===== src/rtl/unsign_div_pkg.sv =====
// Shared types and constants for the unsigned sequential divider.
package unsign_div_pkg;

    // Controller states
    typedef enum logic [1:0] {
        IDLE = 2'd0,
        RUN  = 2'd1,
        DONE = 2'd2
    } state_t;

    // Default operand width
    localparam int DIV_WIDTH = 32;

    // Divide-by-zero results: quotient saturates to all ones, remainder is the dividend
    localparam logic [DIV_WIDTH-1:0] DIVZ_QUOT = {DIV_WIDTH{1'b1}};

    function automatic logic [DIV_WIDTH-1:0] divz_rem(input logic [DIV_WIDTH-1:0] dividend);
        return dividend;
    endfunction

endpackage


===== src/rtl/unsign_seq_div_step.sv =====
// One combinational restoring-division iteration: shift {rem,quot} left,
// trial-subtract the divisor with a WIDTH+1-bit intermediate, keep or restore.
module div_step #(
    parameter int WIDTH = 32
) (
    input  logic [WIDTH-1:0] rem,
    input  logic [WIDTH-1:0] quot,
    input  logic [WIDTH-1:0] divisor,
    output logic [WIDTH-1:0] rem_next,
    output logic [WIDTH-1:0] quot_next
);

    logic [WIDTH:0] shifted_rem;
    logic [WIDTH:0] trial;

    // Trial subtraction; the extra MSB keeps the bit shifted out of rem
    always_comb begin
        shifted_rem = {rem, quot[WIDTH-1]};
        trial       = shifted_rem - {1'b0, divisor};
        if (!trial[WIDTH]) begin
            rem_next  = trial[WIDTH-1:0];
            quot_next = {quot[WIDTH-2:0], 1'b1};
        end else begin
            rem_next  = shifted_rem[WIDTH-1:0];
            quot_next = {quot[WIDTH-2:0], 1'b0};
        end
    end

endmodule


===== src/rtl/unsign_seq_div.sv =====
// Unsigned sequential restoring divider, one quotient bit per clock.
// Optional macro DIV_EARLY_OUT_EN: divisor 0 or dividend < divisor finishes
// one cycle after the accept edge instead of running all WIDTH steps.
module unsign_seq_div
    import unsign_div_pkg::*;
#(
    parameter int WIDTH = DIV_WIDTH,
    parameter int CNT_W = 6
) (
    input  logic             CLK,
    input  logic             reset,
    input  logic             start,
    input  logic [WIDTH-1:0] in_a,
    input  logic [WIDTH-1:0] in_b,
    output logic [WIDTH-1:0] quot,
    output logic [WIDTH-1:0] rem,
    output logic             out_valid,
    output logic             busy,
    output logic             div_zero
);

    localparam logic [CNT_W-1:0] LAST_CNT = CNT_W'(WIDTH - 1);

    state_t           state_r;
    state_t           state_next;
    logic [CNT_W-1:0] cnt_r;
    logic [WIDTH-1:0] quot_r;
    logic [WIDTH-1:0] rem_r;
    logic [WIDTH-1:0] divisor_r;
    logic             out_valid_r;
    logic             busy_r;
    logic             div_zero_r;
    logic             early_r;
    logic             accept_s;
    logic             early_s;
    logic [WIDTH-1:0] step_rem_s;
    logic [WIDTH-1:0] step_quot_s;

    div_step #(.WIDTH(WIDTH)) u_step (
        .rem       (rem_r),
        .quot      (quot_r),
        .divisor   (divisor_r),
        .rem_next  (step_rem_s),
        .quot_next (step_quot_s)
    );

    // Next-state decode: accept start in IDLE/DONE, finish RUN on the last step
    always_comb begin
        state_next = state_r;
        accept_s   = 1'b0;
        early_s    = 1'b0;
        case (state_r)
            IDLE, DONE: begin
                if (start) begin
                    accept_s   = 1'b1;
                    state_next = RUN;
`ifdef DIV_EARLY_OUT_EN
                    if ((in_b == {WIDTH{1'b0}}) || (in_a < in_b)) begin
                        early_s = 1'b1;
                    end else begin
                        early_s = 1'b0;
                    end
`endif
                end else begin
                    state_next = state_r;
                end
            end
            RUN: begin
                if (early_r || (cnt_r == LAST_CNT)) begin
                    state_next = DONE;
                end else begin
                    state_next = RUN;
                end
            end
            default: begin
                state_next = IDLE;
            end
        endcase
    end

    // State, datapath registers and registered status outputs
    always_ff @(posedge CLK or posedge reset) begin
        if (reset) begin
            state_r     <= IDLE;
            cnt_r       <= {CNT_W{1'b0}};
            quot_r      <= {WIDTH{1'b0}};
            rem_r       <= {WIDTH{1'b0}};
            divisor_r   <= {WIDTH{1'b0}};
            out_valid_r <= 1'b0;
            busy_r      <= 1'b0;
            div_zero_r  <= 1'b0;
            early_r     <= 1'b0;
        end else begin
            state_r     <= state_next;
            out_valid_r <= (state_next == DONE);
            busy_r      <= (state_next == RUN);
            if (accept_s) begin
                divisor_r  <= in_b;
                div_zero_r <= (in_b == {WIDTH{1'b0}});
                cnt_r      <= {CNT_W{1'b0}};
                early_r    <= early_s;
`ifdef DIV_EARLY_OUT_EN
                if (early_s && (in_b == {WIDTH{1'b0}})) begin
                    quot_r <= DIVZ_QUOT[WIDTH-1:0];
                    rem_r  <= in_a;
                end else if (early_s) begin
                    quot_r <= {WIDTH{1'b0}};
                    rem_r  <= in_a;
                end else begin
                    quot_r <= in_a;
                    rem_r  <= {WIDTH{1'b0}};
                end
`else
                quot_r <= in_a;
                rem_r  <= {WIDTH{1'b0}};
`endif
            end else if ((state_r == RUN) && !early_r) begin
                quot_r <= step_quot_s;
                rem_r  <= step_rem_s;
                cnt_r  <= cnt_r + CNT_W'(1);
            end else begin
                quot_r <= quot_r;
                rem_r  <= rem_r;
                cnt_r  <= cnt_r;
            end
        end
    end

    assign quot      = quot_r;
    assign rem       = rem_r;
    assign out_valid = out_valid_r;
    assign busy      = busy_r;
    assign div_zero  = div_zero_r;

endmodule


===== config.mk =====
export PLATFORM = sky130hd
export DESIGN_NAME = unsign_seq_div
export DESIGN_NICKNAME = d
export VERILOG_FILES = /design/src/rtl/unsign_div_pkg.sv /design/src/rtl/unsign_seq_div_step.sv /design/src/rtl/unsign_seq_div.sv
export SDC_FILE = /design/constraint.sdc
export NUM_CORES = 1
export LEC_CHECK = 0
export CORE_MARGIN = 2
export CORE_UTILIZATION = 50
export CTS_BUF_LIST = sky130_fd_sc_hd__clkbuf_2 sky130_fd_sc_hd__clkbuf_4 sky130_fd_sc_hd__clkbuf_8
export CTS_CLUSTER_DIAMETER = 40
export CTS_CLUSTER_SIZE = 28
export DETAILED_ROUTE_END_ITERATION = 10
export PLACE_DENSITY = 0.8
export SYNTH_ARGS = -nofsm -noshare
export SYNTH_HDL_FRONTEND = slang
export SYNTH_HIERARCHICAL = 1
export SYNTH_SLANG_ARGS = --single-unit
export TNS_END_PERCENT = 1

===== constraint.sdc =====
create_clock -name CLK -period 4.7 [get_ports CLK]
set_input_delay 0.705 -clock CLK [delete_from_list [all_inputs] [get_ports CLK]]
set_output_delay 0.705 -clock CLK [all_outputs]
set_load 0.005 [all_outputs]

==> impl_table.tex <==
\begin{tabular}{lr}
\hline
Metric & Value \\
\hline
\multicolumn{2}{l}{\textbf{Setup path}} \\
\quad Number of cells on the critical path & 14 \\
\quad Sort of element at the end of the critical path & register \\
\quad Required arrival time at the worst endpoint & 4.97 ns \\
\quad Arr. time, crit path & between 3 and 4 ns \\
\quad Worst Path Max Fanout & 24 \\
\quad Longest individual stage delay on the worst path & $\sim$0.41 ns \\
\quad Element type at the critical path start & register \\
\quad Count of buffer and inverter cells on the critical path & 2 \\
\quad Cell-by-cell trace of the critical path & inv\_1, ha\_1, fa\_1, and2b\_1, o2111ai\_2, a21oi\_2, o211ai\_2, a211oi\_4, nor2\_4, mux2i\_4, and2\_4, inv\_8, mux2\_4, a22o\_1 \\
\quad Type of the setup path with the least slack & reg -> reg \\
\quad Kind of cell adding the most delay to the critical path & compound AO/OA/AOI/OAI gates \\
\quad Cells on worst reg2reg path & 14 \\
\quad CP max-delay cell & dfrtp\_1 \\
\multicolumn{2}{l}{\textbf{Timing}} \\
\quad Number of failing hold endpoints at the final stage & 0 \\
\quad Fin. max-slew vios & 0 \\
\quad Setup violation total in the final timing report & 0 \\
\quad Max-slew headroom at the worst pin & 24.2\% \\
\quad Final Hold Slack & just over 0.5 ns \\
\quad Post-route fraction of the period consumed by the critical path & around three quarters \\
\quad Clock Skews & between 0.015 and 0.02 ns \\
\quad Minimum clock period after layout & 3.61 ns \\
\quad Setup TNS & 0 ns \\
\quad Max Fclk & 277 MHz \\
\quad RSZ-0062 raised after global routing & no \\
\quad Worst-margin pin slew & between 1 and 1.5 ns \\
\multicolumn{2}{l}{\textbf{Clock network}} \\
\quad H-tree lvl count & 3 \\
\quad Hold buffers post-CTS & 0 \\
\quad Later-pin clock latency in the skew report & 0.39 ns \\
\quad Sink count of the clock tree & around 110 \\
\quad Number of instances resized during post-cts repair & 0 \\
\quad Maximum clock insertion buffer count & 2 \\
\quad CTS Buf Count & 9 \\
\quad Clock tree from TritonCTS & built \\
\quad Number of post-CTS setup repair buffers & 0 \\
\quad Clock-pin slew reported for the worst setup and hold paths after clock tree synthesis & about 0.11 ns \\
\quad CTS root buffer & clkbuf\_8 \\
\multicolumn{2}{l}{\textbf{Floorplan}} \\
\quad Boundary Pins & approximately 130 \\
\quad Die Wd & around 120 um \\
\quad Die Footprint & 0.0147 sq mm \\
\quad Floorplan core area & between 0.01 and 0.015 sq mm \\
\quad Starting density of the core & between 50\% and 60\% \\
\quad Standard-cell rows & between 40 and 50 \\
\quad Die H & 121 um \\
\multicolumn{2}{l}{\textbf{Cells and area}} \\
\quad Register cell area after layout & $\sim$0.0027 sq mm \\
\quad Synthesis-to-finish area growth & 18.7\% \\
\quad Fraction of layout cells with a size suffix above 1 & between 10\% and 20\% \\
\quad Area of combinational cells with multiple inputs & around 0.0035 sq mm \\
\quad Count of fill cells added during filler insertion & approximately 1.1k \\
\quad Nets & roughly 890 \\
\quad Non-filler cells in the finished layout & roughly 970 \\
\quad Most common cell after layout, fill and taps aside & clkdlybuf4s50\_1 \\
\quad Leading cell types in the layout, fill and taps excluded & 133 x clkdlybuf4s50\_1, 107 x dfrtp\_1, 92 x nand2\_1, 42 x nor2\_1, 39 x inv\_1 \\
\quad Number of antenna diodes & 0 \\
\multicolumn{2}{l}{\textbf{Synth}} \\
\quad Synthesized instance count & 708 \\
\quad Synth cell types & 58 \\
\quad Dominant cells by area after synthesis & dfrtp\_1 39\%, ha\_1 6.0\%, mux2\_2 5.9\%, nand2\_1 5.0\%, a22o\_1 4.5\% \\
\quad Yosys top cell area share & between 30\% and 40\% \\
\quad Count of flip-flops with a built-in enable after synthesis & 0 \\
\quad Share of the yosys chip area belonging to registers & 39.0\% \\
\quad Synthesis warning total & 6 \\
\quad Synth Net Count & $\sim$800 \\
\quad Synthesized area per cell & approximately 9.7 sq um \\
\quad Synth Cell Area & 0.00686 sq mm \\
\quad Cell taking the most area after synthesis & dfrtp\_1 \\
\quad Synth async-reset ratio & 100\% \\
\quad Most used flip-flop cell after synthesis & dfrtp\_1 \\
\quad Post-synthesis register bit count & 107 \\
\multicolumn{2}{l}{\textbf{Power}} \\
\quad Maximum ir drop on the vdd rail & 0.440 mV \\
\quad Pwr dens & $\sim$870 mW/mm\^{}2 \\
\quad Total Power & $\sim$0.0071 W \\
\quad Leakage power of the design & 3.69 nW \\
\multicolumn{2}{l}{\textbf{Global routing}} \\
\quad Number of global-route vias before repair & $\sim$5.5k \\
\quad Total track usage & a little under a quarter \\
\quad Remaining Overflow, GRT & 0 \\
\quad First-pass GRT wire length & around 27 mm \\
\quad Antenna violations before repair & 0 \\
\quad Pin count of the biggest net entering global routing & approximately 110 \\
\multicolumn{2}{l}{\textbf{Detailed routing}} \\
\quad Iteration-0 DRC Markers & approximately 340 \\
\quad WL final & between 15 and 20 mm \\
\quad Vias after detailed routing & $\sim$5.5k \\
\quad Routed wirelength normalized by instance count & between 15 and 20 um \\
\quad DR vias/cell & between 5 and 6 \\
\quad Remaining antenna violation count & 0 \\
\quad DRC errors left & 0 \\
\quad First-pass DRT Iterations & 4 \\
\multicolumn{2}{l}{\textbf{Place}} \\
\quad Inst Count DP & 950 \\
\quad HPWL after detailed placement & 11.8 mm \\
\quad Routability cong. & 0.933 \\
\quad Buffers added on ports & $\sim$130 \\
\multicolumn{2}{l}{\textbf{Status}} \\
\quad Outcome & completed \\
\multicolumn{2}{l}{\textbf{Min path}} \\
\quad Hold path cells & 2 \\
\quad Type of the worst min-delay path & reg -> reg \\
\multicolumn{2}{l}{\textbf{Run}} \\
\quad MaxCap Viol Count & 0 \\
\hline
\end{tabular}
[sequential cells by signal, indices dropped and copies added (netlist names)]
name	count
div_zero	1
out_valid	1
divisor_r	32
quot	32
rem	32
cnt_r	6
state_r	2
busy	1
[metrics by stage]
step / util, % / worst slack (ns) / area, sq um
4_1_cts: 61.0 / 1.10 / 8150
2_1_floorplan: - / 1.18 / 6860
3_3_place_gp: 59.6 / 1.22 / 7950
3_5_place_dp: 59.6 / 1.14 / 7950
6_report: 61.0 / 1.09 / 8150
5_1_grt: 61.0 / 0.899 / 8150
[cells in the mapped netlist, types with 18 or more instances]
cell type,n
mux2_2,36
o21ai_0,23
nand2_1,92
buf_2,18
a21oi_1,28
a31oi_1,36
a22o_1,35
buf_4,35
ha_1,33
nor2_1,42
mux2_4,19
dfrtp_1,107
inv_1,40
[routing by layer]
layer	wire [um]	global-route usage, %	share of wire [%]
met1	7500	30.7	46
met2	7780	36.5	48
met3	728	4.46	4.5
met4	312	7.47	1.9
met5	0	0	0
[worst min-delay path: stages (launching register included)]
cell and delay (ns):
dfrtp_1 0.36, nand2_1 0.06, o31ai_1 0.06
[cell families (layout without fill, tap and decap cells)]
group	count (synthesis)	count (layout)	synth area share (%)
buffers and inverters	111	192	9.68
adder cells (fa/ha/maj)	34	34	6.31
multiplexers	61	61	11.1
flip-flops	107	107	39.0
XOR/XNOR	26	26	3.32
AND/OR/NAND/NOR	199	199	13.1
AO/OA/AOI/OAI	170	170	17.4
[final timing paths]
check | startpoint | endpoint | slack [ns]
max | quot[31] | rem[25] | 1.09
min | div_zero | div_zero | 0.50
max reg2reg | quot[31] | rem[25] | 1.09
min reg2reg | div_zero | div_zero | 0.50
max in group asynchronous | reset | quot[22] | 2.82
min in group asynchronous | reset | divisor_r[3] | 0.85
[cell type report]
cell class	count	share of cell area, %
clock inverters	5	0.768
well taps	176	2.70
multi-input cells	490	43.4
inverters	41	2.01
repair buffers	136	16.6
clock buffers	10	1.61
flip-flops and latches	107	32.9
[power by group]
| part | internal (W) | switching (W) |
|---|---|---|
| Clock | 0.000252 | 0.000325 |
| Sequential | 0.00137 | 0.000390 |
| Combinational | 0.00262 | 0.00215 |
| Total | 0.00423 | 0.00286 |
(Power assumes the default switching activity.)
==> variant 1: new RTL, same flow settings <==
Register the input `start` before use. The logic sees it one clock later. The other inputs are not delayed to match.
--- a/src/rtl/unsign_seq_div.sv
+++ b/src/rtl/unsign_seq_div.sv
@@ -22,2 +22,8 @@
     localparam logic [CNT_W-1:0] LAST_CNT = CNT_W'(WIDTH - 1);
+
+    logic start_q;
+
+    always_ff @(posedge CLK) begin
+        start_q <= start;
+    end
 
@@ -53,3 +59,3 @@
             IDLE, DONE: begin
-                if (start) begin
+                if (start_q) begin
                     accept_s   = 1'b1;
Check against the original RTL: not equivalent (a bounded check fails within 4 cycles, from zero or initial values and one cycle with reset high).
==> variant 1 against the original RTL <==
- setup slack got worse by 18 ps
- largest power group unchanged
- final area rose by 0.58%
- synthesized cell count rose by 9.7%
- die area rose by 0.32%
- sequential power rose by 5%
- total power rose by 15%
- critical endpoint is now rem[14]
- routed wire length rose by 1.3%
- critical path type unchanged
- area after synthesis rose by 0.33%
- sequential cell count rose by 1
- sequential share of layout area rose by 0.054 points
==> variant 1: results <==
[route]
ant_nets = 0
routed_via_density = 5.552
first_iter_violations = 362
wl_mm = 16.54
vias = 5735
drt_first_pass_iters = 5

[placed_design]
dp_cells = 1017
place_congestion = 0.9014
hpwlAfterDp_mm = 11.68
place_ws_ps = 1152
portBuffers = 133
dpl_cell_area_um2 = 7989

[yosys]
synth_cells = 777
netlist_top_cells_area = "dfrtp_1 39%, nand2_1 10%, ha_1 6.0%, a22o_1 4.2%, mux2_4 4.1%"
yosys_warnings = 6
synth_fp_nets = 878
seq_area_frac_synth = 0.3917
synth_ff_type = "dfrtp_1"
synthArstFlopShare = 0.9907
synthTopCellsByCount = "188 x nand2_1, 107 x dfrtp_1, 41 x nor2_1, 40 x inv_1, 36 x a31oi_1"
synth_cell_types = 60

[timing]
fmax_mhz = 275.4
skew_ps = 10.71
worstMarginPinSlew_ps = 1068
hold_ws_ps = 483.0

[critical_path]
slowest_stage = "dfrtp_1"
cp_slowest_stage_delay_ps = 410
crit_family = "compound AO/OA/AOI/OAI gates"
reg2reg_slack_ps = 1070
path_max_fanout = 24

[finish]
antenna_cells = 0
drive_gt1_frac = 0.06884
nets = 953

[global_routing]
antenna_found_initial = 0
grt_max_degree = 105
track_usage = 0.2303
grt_pass1_vias = 5471
grt_pass1_wl_mm = 26.92

[power_and_ir_drop]
p_leak_nw = 3.777
ir_worst_vdd_mv = 0.4569

[cts]
root_buffer = "clkbuf_8"
cts_resized = 0
htree_levels = 3
cts.clk_slew.worst_paths_ps = 110
clk_latency_ps = 400
max-clock-path-buffers = 2
numCtsBuffers = 9
postCtsSetupBuffers = 0

[min_path]
hold_path.class = "reg -> reg"

[run_status]
status = "finished, final reports clean"
## variant 1: report_power, final
| part | internal, mW | switching (mW) | total, mW |
|---|---|---|---|
| Combinational | 3.02 | 2.75 | 5.76 |
| Sequential | 1.44 | 0.405 | 1.85 |
| Clock | 0.223 | 0.363 | 0.586 |
| Total | 4.68 | 3.51 | 8.20 |
## variant 1: cell families (layout without fill, tap and decap cells)
| logic type | count (synthesis) | count (layout) | share of synthesized area |
|---|---|---|---|
| buffers and inverters | 114 | 194 | 0.09502 |
| multiplexers | 27 | 27 | 0.05559 |
| AND/OR/NAND/NOR | 296 | 296 | 0.1853 |
| adder cells (fa/ha/maj) | 34 | 34 | 0.06286 |
| XOR/XNOR | 27 | 27 | 0.03434 |
| AO/OA/AOI/OAI | 171 | 171 | 0.1751 |
| flip-flops | 108 | 108 | 0.3917 |
## variant 1: final timing paths
check | endpoint | cells past startpoint | start
max in group asynchronous | divisor_r[20] | 3 | reset
max | rem[14] | 14 | quot[31]
min in group asynchronous | divisor_r[6] | 2 | reset
min reg2reg | divisor_r[28] | 2 | divisor_r[28]
min | divisor_r[28] | 2 | divisor_r[28]
max reg2reg | rem[14] | 14 | quot[31]
## variant 1: layout make-up
cell class | count | area, um2
inverters | 41 | 163.9
multi-input cells | 555 | 3546
fillers | 1159 | 5154
clock buffers | 10 | 137.6
clock inverters | 6 | 67.56
flip-flops and latches | 108 | 2698
repair buffers | 137 | 1361
well taps | 176 | 220.2
## variant 1: tightest hold or removal path: cells and delay by family, from the launching register on
family / cells / cell delay (ps)
flops: 1 / 360
simple gates: 2 / 100
## variant 1: routing by layer
layer | share of wire | GRT usage | vias up
met3 | 0.053 | 0.04323 | 24
met4 | 0.020 | 0.08046 | 0
li1 | - | - | 2807
met2 | 0.48 | 0.3764 | 151
met1 | 0.44 | 0.3072 | 2753
met5 | 0 | 0 | -
==> variant 2: new RTL, same settings <==
Made on the original files. The package constant `DIV_WIDTH` goes from 32 to 40.
--- a/src/rtl/unsign_div_pkg.sv
+++ b/src/rtl/unsign_div_pkg.sv
@@ -11,3 +11,3 @@
     // Default operand width
-    localparam int DIV_WIDTH = 32;
+    localparam int DIV_WIDTH = 40;
 
Ports: changed (resized in_a, in_b, quot and rem); port bits go from 134 to 166. The function was not compared with the original's and may differ.
==> variant 2 against the original RTL <==
- setup slack worse by 360 ps
- first-iteration DRC count increased by 24%
- sequential cell count grew 24
- count of clock-buffer cells in the layout is 10 higher
- non-clock buffer count is 39 higher
- final cell count increased by 34%
- maximum frequency down 9.1%
- global-route usage up 1.5 points
- area after synthesis rose by 25%
- final area up 28%
- routed wire length grew 29%
Power is not shown: default switching activity piles up to over one toggle a cycle in this logic, so the estimate is an artifact.
==> variant 2: results <==
[yosys]
synth-xor-area-share = 0.03448
seq_area_frac_synth = 0.3812
synthTopCellsByCount = "201 x nand2_1, 131 x dfrtp_1, 49 x inv_1"
synth_fp_nets = 1078
synthMuxAreaShare = 0.09108
synthArstFlopShare = 1.000
netlist_top_cells_area = "dfrtp_1 38%, nand2_1 8.8%, ha_1 6.0%, mux2i_1 5.0%, a22o_1 4.4%"
synth_cell_types = 69
synth_adder_area_share = 0.06198

[critical_path]
slowest_stage = "xnor2_4"
crit_arrival_ps = 4310
reg2reg_depth = 13
reg2reg_slack_ps = 720
cp_slowest_stage_delay_ps = 720
crit_start = "quot[39]"
path_max_fanout = 27

[placed_design]
portBuffers = 165
place_ws_ps = 751.6
hpwlAfterDp_mm = 15.45

[cts]
cts.clk_slew.worst_paths_ps = 80
htree_levels = 4
numCtsBuffers = 17
clk_latency_ps = 460

[timing]
skew_ps = 15.84

[min_path]
min_to = "cnt_r[5]"
holdPathStages = 1
hp-start = "cnt_r[5]"

[route]
first_iter_violations = 418
drt_first_pass_iters = 5
wl_per_cell_um = 16.31

[global_routing]
track_usage = 0.2416
grt_max_degree = 84
grt_pass1_vias = 7056
grt_pass1_wl_mm = 34.99

[run_status]
status = "finished, final reports clean"

[finish]
layout.cells.non_filler = 1293
nets = 1185
## variant 2: cell types whose count changed in the layout (fill, tap and decap cells not counted), moves of 10 or more
cell             before  now
nor2_1               42   30
clkbuf_8              9   19
a21oi_1              28   43
clkdlybuf4s50_1     133  165
a31oi_1              36    5
mux2_4               19    1
nand2_1              92  201
o21ai_0              23   43
dfrtp_1             107  131
o21ai_1               0   23
nand2b_1              3   14
mux2i_1               5   43
## variant 2: cell type report
class                      instances  area [um2]
clock buffer                      20       269.0
clock inverter                    12       120.1
fill                            1434        6238
inverter                          50       190.2
multi-input combinational        685        4603
sequential                       131        3278
tap                              220       275.3
timing repair buffer             175        1727
## variant 2: metal layers
| metal | vias up | routed length, um | GRT usage |
|---|---|---|---|
| li1 | 3523 | - | - |
| met1 | 3411 | 9448 | 0.3166 |
| met2 | 216 | 9629 | 0.3838 |
| met3 | 35 | 1425 | 0.06435 |
| met4 | 0 | 582 | 0.09433 |
| met5 | - | 0 | 0 |
